## config.mk

```make
export PLATFORM = sky130hd
export DESIGN_NAME = lsu_ctrl
export DESIGN_NICKNAME = d
export VERILOG_FILES = /design/src/rtl/lsu_ctrl.sv
export SDC_FILE = /design/constraint.sdc
export NUM_CORES = 1
export LEC_CHECK = 0
export ABC_AREA = 1
export CORE_MARGIN = 2
export CORE_UTILIZATION = 25
export CTS_CLUSTER_DIAMETER = 150
export CTS_CLUSTER_SIZE = 28
export DETAILED_ROUTE_END_ITERATION = 10
export DONT_BUFFER_PORTS = 1
export MAX_ROUTING_LAYER = met4
export RECOVER_POWER = 100
export SYNTH_ARGS = -nofsm -noshare
export SYNTH_HDL_FRONTEND = slang
export SYNTH_SLANG_ARGS = --single-unit
```

## constraint.sdc

```tcl
create_clock -name clk -period 2.4 [get_ports clk]
set_clock_uncertainty 0.2 [all_clocks]
set_input_delay 0.36 -clock clk [delete_from_list [all_inputs] [get_ports clk]]
set_output_delay 0.36 -clock clk [all_outputs]
set_load 0.05 [all_outputs]
```

## src/rtl/lsu_ctrl.sv

```systemverilog
// Load/store unit controller: splits misaligned accesses into up to two word
// accesses, merges store bytes by read-modify-write and extends load data.
module lsu_ctrl #(
    parameter int CNT_W = 16
) (
    input  logic             clk,
    input  logic             rst_n,
    input  logic             req_valid,
    output logic             req_ready,
    input  logic             req_we,
    input  logic [31:0]      req_addr,
    input  logic [31:0]      req_wdata,
    input  logic [2:0]       req_size,
    output logic             resp_valid,
    output logic [31:0]      resp_rdata,
    output logic             resp_err,
    output logic             mem_we,
    output logic [31:0]      mem_a,
    output logic [31:0]      mem_wd,
    output logic [2:0]       mem_size,
    input  logic [31:0]      mem_rd,
    output logic [CNT_W-1:0] misalign_cnt
);

    typedef enum logic [1:0] {IDLE, ACC0, ACC1, RESP} state_t;

    state_t            state_q, state_d;
    logic [31:0]       addr_q, addr_d, wdata_q, wdata_d;
    logic [31:0]       buf_q, buf_d, rdata_q, rdata_d;
    logic [2:0]        size_q, size_d;
    logic              we_q, we_d, err_q, err_d;
    logic [CNT_W-1:0]  cnt_q, cnt_d;

    function automatic logic f_illegal(input logic we, input logic [2:0] sz);
        return (sz == 3'b011) || (sz[2:1] == 2'b11) || (we && sz[2]);
    endfunction

    function automatic logic f_span(input logic [2:0] sz, input logic [1:0] off);
        return (sz[1:0] == 2'b01 && off == 2'b11) || (sz[1:0] == 2'b10 && off != 2'b00);
    endfunction

    function automatic logic f_inword(input logic [2:0] sz, input logic [1:0] off);
        return (sz[1:0] == 2'b01) && (off == 2'b01);
    endfunction

    function automatic logic [31:0] f_ext(input logic [2:0] sz, input logic [31:0] r);
        case (sz)
            3'b000:  return {{24{r[7]}}, r[7:0]};
            3'b001:  return {{16{r[15]}}, r[15:0]};
            3'b100:  return {24'h0, r[7:0]};
            3'b101:  return {16'h0, r[15:0]};
            default: return r;
        endcase
    endfunction

    logic [1:0]  off;
    logic        span, native;
    logic [31:0] word_a;
    logic [3:0]  bm4;
    logic [7:0]  bm8;
    logic [63:0] wmask, wd64, win;
    logic [4:0]  sh;
    logic [31:0] ld_ext;

    always_comb begin
        off    = addr_q[1:0];
        span   = f_span(size_q, off);
        native = !span && !f_inword(size_q, off);
        word_a = {addr_q[31:2], 2'b00};
        sh     = {off, 3'b000};
        case (size_q[1:0])
            2'b00:   bm4 = 4'b0001;
            2'b01:   bm4 = 4'b0011;
            default: bm4 = 4'b1111;
        endcase
        bm8 = {4'b0000, bm4} << off;
        for (int i = 0; i < 8; i++) wmask[i*8 +: 8] = {8{bm8[i]}};
        wd64 = {32'h0, wdata_q} << sh;
        // Second access sees the buffered low word below the fresh high word
        win    = (state_q == ACC1) ? {mem_rd, buf_q} : {32'h0, mem_rd};
        ld_ext = f_ext(size_q, 32'(win >> sh));
    end

    always_comb begin
        mem_we   = 1'b0;
        mem_a    = 32'h0;
        mem_wd   = 32'h0;
        mem_size = 3'b000;
        case (state_q)
            ACC0: begin
                mem_we   = we_q;
                mem_a    = native ? addr_q : word_a;
                mem_size = native ? {1'b0, size_q[1:0]} : 3'b010;
                if (we_q)
                    mem_wd = native ? wdata_q
                                    : (mem_rd & ~wmask[31:0]) | (wd64[31:0] & wmask[31:0]);
            end
            ACC1: begin
                mem_we   = we_q;
                mem_a    = word_a + 32'd4;
                mem_size = 3'b010;
                if (we_q)
                    mem_wd = (mem_rd & ~wmask[63:32]) | (wd64[63:32] & wmask[63:32]);
            end
            default: ;
        endcase
    end

    always_comb begin
        state_d = state_q;
        addr_d  = addr_q;
        wdata_d = wdata_q;
        size_d  = size_q;
        we_d    = we_q;
        buf_d   = buf_q;
        rdata_d = rdata_q;
        err_d   = err_q;
        cnt_d   = cnt_q;
        case (state_q)
            IDLE: if (req_valid) begin
                addr_d  = req_addr;
                wdata_d = req_wdata;
                size_d  = req_size;
                we_d    = req_we;
                if (f_illegal(req_we, req_size)) begin
                    state_d = RESP;
                    err_d   = 1'b1;
                    rdata_d = 32'h0;
                end else begin
                    state_d = ACC0;
                    if ((f_span(req_size, req_addr[1:0]) || f_inword(req_size, req_addr[1:0]))
                        && !(&cnt_q))
                        cnt_d = cnt_q + CNT_W'(1);
                end
            end
            ACC0: begin
                if (span) begin
                    buf_d   = mem_rd;
                    state_d = ACC1;
                end else begin
                    rdata_d = we_q ? 32'h0 : ld_ext;
                    state_d = RESP;
                end
            end
            ACC1: begin
                rdata_d = we_q ? 32'h0 : ld_ext;
                state_d = RESP;
            end
            RESP: begin
                rdata_d = 32'h0;
                err_d   = 1'b0;
                state_d = IDLE;
            end
            default: state_d = IDLE;
        endcase
    end

    always_ff @(posedge clk or negedge rst_n) begin
        if (!rst_n) begin
            state_q <= IDLE;
            addr_q  <= 32'h0;
            wdata_q <= 32'h0;
            size_q  <= 3'b000;
            we_q    <= 1'b0;
            buf_q   <= 32'h0;
            rdata_q <= 32'h0;
            err_q   <= 1'b0;
            cnt_q   <= '0;
        end else begin
            state_q <= state_d;
            addr_q  <= addr_d;
            wdata_q <= wdata_d;
            size_q  <= size_d;
            we_q    <= we_d;
            buf_q   <= buf_d;
            rdata_q <= rdata_d;
            err_q   <= err_d;
            cnt_q   <= cnt_d;
        end
    end

    assign req_ready    = (state_q == IDLE);
    assign resp_valid   = (state_q == RESP);
    assign resp_rdata   = rdata_q;
    assign resp_err     = err_q;
    assign misalign_cnt = cnt_q;

endmodule

```

# Word level (Yosys, flattened, before mapping)
# Index checks and enable logic that the tools add are counted.
# totals
input_bits	103
out_inout_bits	119
word_cells	96
register_bits	151
# classes
mux	24
n_bitwise	9
n_addsub	2
reduce_logical	30
shifts	3
n_eq_ne	19
# op_table
cell	n
32-bit case mux with 4 select lines	2
32-bit 2-to-1 mux	7
32-bit bitwise AND	4
32-bit case mux with 2 select lines	2
64-bit 2-to-1 mux	1
32-bit inverter	2
32-bit bitwise OR	2
32-bit by 5-bit left shift with 64-bit output	1
64-bit by 5-bit right shift with 32-bit output	1
32-bit by 3-bit adder with 32-bit output (second input constant)	1
16-bit by 1-bit adder with 16-bit output (second input constant)	1
16-bit AND reduction	1
2-bit equality test (second input constant)	7
2-bit by 1-bit equality test with 1-bit output (second input constant)	5
1-bit logical AND	9
2-bit 2-to-1 mux	4
2-bit case mux with 4 select lines	1
4-bit case mux with 2 select lines	1
4-bit by 2-bit left shift with 8-bit output	1
3-bit equality test (second input constant)	2
3-bit AND reduction	2
2-bit nonzero test	3
1-bit logical OR	5
2-bit zero test	2
13 further kinds	20

# Logic depth before layout (Yosys ltp)
# depth
word_depth	9
ltp_mapped	13
mapped_depth_nobuf	11

# Worst setup path after synthesis
# Ideal clock, no wire load.
# synth_timing
path_kind	register to output
start	register state_q[0]
end	output mem_a[26]
required_ns	1.840
stages_incl_launch_ff	9
n_path_buf	4
path_slack_ns	-0.669
arrival_time_ns	2.509
cell_sequence	dfrtp_1 -> inv_1 -> ha_1 -> buf_2 -> buf_2 -> buf_2 -> buf_2 -> nand3_1 -> o21ai_0
# synth_via
elab_chain_len	2
elab_cells_between_ends	3
classes_between	2 x eq/ne; 1 x mux
# synth_lines
element	line_no	text
start, declared	27	state_t state_q, state_d;
start signal, assigned	170	state_q <= state_d;
2-bit equality test or 2-bit by 1-bit equality test with 1-bit output (tied branches)	89	case (state_q)
32-bit case mux with 2 select lines (*)	89	
end, declared	18	output logic [31:0] mem_a,
# Every way passes the cells marked *; elsewhere a longest branch is shown, timed or not.

# Final worst setup path
# layout_timing
start	register addr_q[0]
end	output mem_wd[1]
# layout_via
elab_chain_len	8
elab_cells_between_ends	24
classes_between	2 x eq/ne; 2 x shift; 4 x mux; 8 x bitwise; 8 x reduce/logical
# layout_lines
element	line_no	text
start, declared	28	logic [31:0] addr_q, addr_d, wdata_q, wdata_d;
start signal, assigned	171	addr_q <= addr_d;
branches (longest 7 deep; another with 32-bit by 5-bit left shift with 64-bit output)	--	
32-bit case mux with 2 select lines (*)	89	
end, declared	19	output logic [31:0] mem_wd,
# Every way passes the cells marked *.

==> flow_summary.json <==
{
  "critPathMaxFanout": 10,
  "syn-num-nets": 1682,
  "rrSetupSlack_ps": -370,
  "crit_family": "buffers and inverters",
  "crit_top_cell": "nand2_2",
  "slew-limit-headroom": 0.477,
  "die_area_um2": 43800,
  "leakagePower_uw": 0.00767,
  "synth-edff-count": 0,
  "via_per_inst": 5.19,
  "num_io_pins": 222,
  "ys_types": 45,
  "ys_seq_area_frac": 0.359,
  "ir_drop_mv": 1.32,
  "via_count": 12802,
  "tightest_slew_ps": 784,
  "ctsHtreeMaxLevel": 4,
  "grt_pass1_wl_um": 75900,
  "avgSynthCellArea_um2": 6.70,
  "fp.dieW_um": 209,
  "r2r-end": "addr_q[26]",
  "synthCells": 1572,
  "grt_pass1_vias": 12502,
  "clock_path_buffers": 2,
  "period_minus_slack_ps": 2870,
  "fin_nets": 2015,
  "drtPass1Iterations": 5,
  "die_y_um": 209,
  "critical_path.slowest_cell": "dfrtp_2",
  "cp-startpoint": "addr_q[0]",
  "fin_util": 0.424,
  "required_ps": 1840,
  "final_antenna_net_count": 0,
  "clkLatencyLatePin_ps": 460,
  "clk_pin_slew_ps": 70,
  "worst-r2r-cell-count": 8,
  "drv_slew": 0,
  "p_per_area_nw_per_um2": 1720,
  "antenna_found_initial": 11,
  "finalWeightedCongestion": 0.949,
  "grt.total_usage": 0.237,
  "synth_area_um2": 10500,
  "yosysWarnings": 0,
  "placementRows": 75,
  "path_depth": 11,
  "root_buffer": "clkbuf_16",
  "dp_cells": 2240,
  "status": "complete, but fails checks",
  "crit_type": "flop to output port",
  "fin_cells": 2467,
  "final_common_cell": "nand2_1",
  "crit_arrival_ps": 2310,
  "area_delta_synth_final_pct": 68.0,
  "whs_ps": -614,
  "cp-start-kind": "flop",
  "cts_tree": "done",
  "design_area_um2": 17700,
  "grt_overflow": 0,
  "place_area_um2": 13600,
  "drt_iter0_drc": 1136,
  "dp.final_hpwl_um": 36300,
  "path_buf_inv": 5,
  "cp-end-kind": "output port",
  "start_util": 0.252,
  "synth-seq-cells": 151,
  "finalWorstSetupSlack_ps": -472,
  "drt_wl_total_um": 52900,
  "io_buffers": 0,
  "drive_above_1_share": 0.336,
  "drt-wirelength-per-cell_um": 21.5,
  "finalCritPeriodShare": 1.20,
  "fmax_mhz": 348,
  "async_flop_share": 1.00,
  "rsz0062_at_grt": "yes",
  "power_uw": 30500,
  "core_um2": 41800,
  "synth_flop_cell": "dfrtp_1",
  "hp-class": "primary input to asynchronous set/reset pin",
  "reg2reg_from": "state_q[0]",
  "final-setup-viol-count": 133,
  "drc": 0,
  "violations": "hold timing, setup timing",
  "hold_viol_final": 151,
  "drv_cap": 0,
  "cpPeakStageDelay_ps": 460,
  "grt_max_degree": 152,
  "crit_end": "mem_wd[1]",
  "crit_chain": "buf_4 -> buf_12 -> nand2_2 -> nand2_2 -> nand2_2 -> inv_1 -> buf_12 -> nor2_1 -> a31oi_1 -> a21oi_2 -> buf_6",
  "setup_tns_ps": -29430,
  "final_cell_mix": "418 x nand2_1, 140 x dfrtp_1, 124 x buf_4, 114 x nand3_1, 106 x inv_1",
  "cts.sinks": 151,
  "hold_buffers": 105,
  "cts_buffers": 17
}
## where the power goes
group	internal [µW]	switching, µW	total (µW)
logic	9050	13500	22600
clock network	1580	1250	2830
registers	3630	1460	5090
total	14300	16200	30500
## sequential cells by signal, summed over array words and instances (netlist names)
signal / count
resp_rdata: 32
wdata_q: 32
buf_q: 32
addr_q: 32
we_q: 1
resp_err: 1
misalign_cnt: 16
state_q: 2
size_q: 3
## through the flow
step	hold WS [ps]	setup WS, ps
after global routing	-647	-543
after CTS	-644	-401
after floorplan	-136	-317
final	-614	-472
after detailed placement	-132	-27.8
after global placement	-131	-0.353
## cells by family (layout without fill, tap and decap cells)
| kind of cell | Yosys count | in the layout | synth area share |
|---|---|---|---|
| flip-flops | 151 | 151 | 0.359 |
| adder cells (fa/ha/maj) | 7 | 7 | 0.00831 |
| multiplexers | 28 | 28 | 0.0299 |
| AND/OR/NAND/NOR | 792 | 794 | 0.318 |
| other | 1 | 11 | 0.000356 |
| AO/OA/AOI/OAI | 358 | 359 | 0.185 |
| buffers and inverters | 222 | 565 | 0.0891 |
| XOR/XNOR | 13 | 13 | 0.0108 |
## cells in the mapped netlist (11+ instances only)
cell,instances,share of area
inv_1,124,0.044
dfrtp_1,151,0.36
mux2_2,28,0.030
nor2_1,104,0.037
o21ai_0,142,0.067
buf_2,39,0.019
a31oi_1,19,0.011
xor2_1,11,0.0091
nand3_1,141,0.067
o21ai_1,16,0.0076
o211ai_1,19,0.014
nand2_1,480,0.17
a21oi_1,135,0.064
nor3_1,31,0.015
clkbuf_1,29,0.010
## area by class of cell
cell class / count / area, µm²
inverter: 134 / 567
antenna: 10 / 25.0
timing repair buffer: 399 / 4490
fill: 4070 / 24100
multi-input combinational: 1202 / 7560
sequential: 151 / 3790
tap: 539 / 674
clock buffer: 18 / 439
clock inverter: 14 / 158
## routing by layer
layer / up-vias / global-route usage / wire length (µm)
met4: 0 / 0.0869 / 2020
met1: 6102 / 0.288 / 21600
met5: - / - / 0
met3: 126 / 0.0829 / 5240
li1: 5917 / - / -
met2: 657 / 0.364 / 24000
## how the worst min path moves through the flow
stage / start / endpoint / cells past startpoint
finish: rst_n / misalign_cnt[4] / 0
floorplan: rst_n / addr_q[0] / 0
global route: rst_n / misalign_cnt[2] / 0
detailed placement: rst_n / misalign_cnt[4] / 0
global placement: rst_n / misalign_cnt[4] / 0
CTS: rst_n / misalign_cnt[9] / 0
## what timing repair did
action	CTS	global route
gates resized for setup	270	207
gates cloned	8	7
pin swaps	58	83
endpoints found under the hold margin	251	151
endpoints found under the setup margin	67	100
setup buffers	40	34
(Power assumes the default switching activity.)
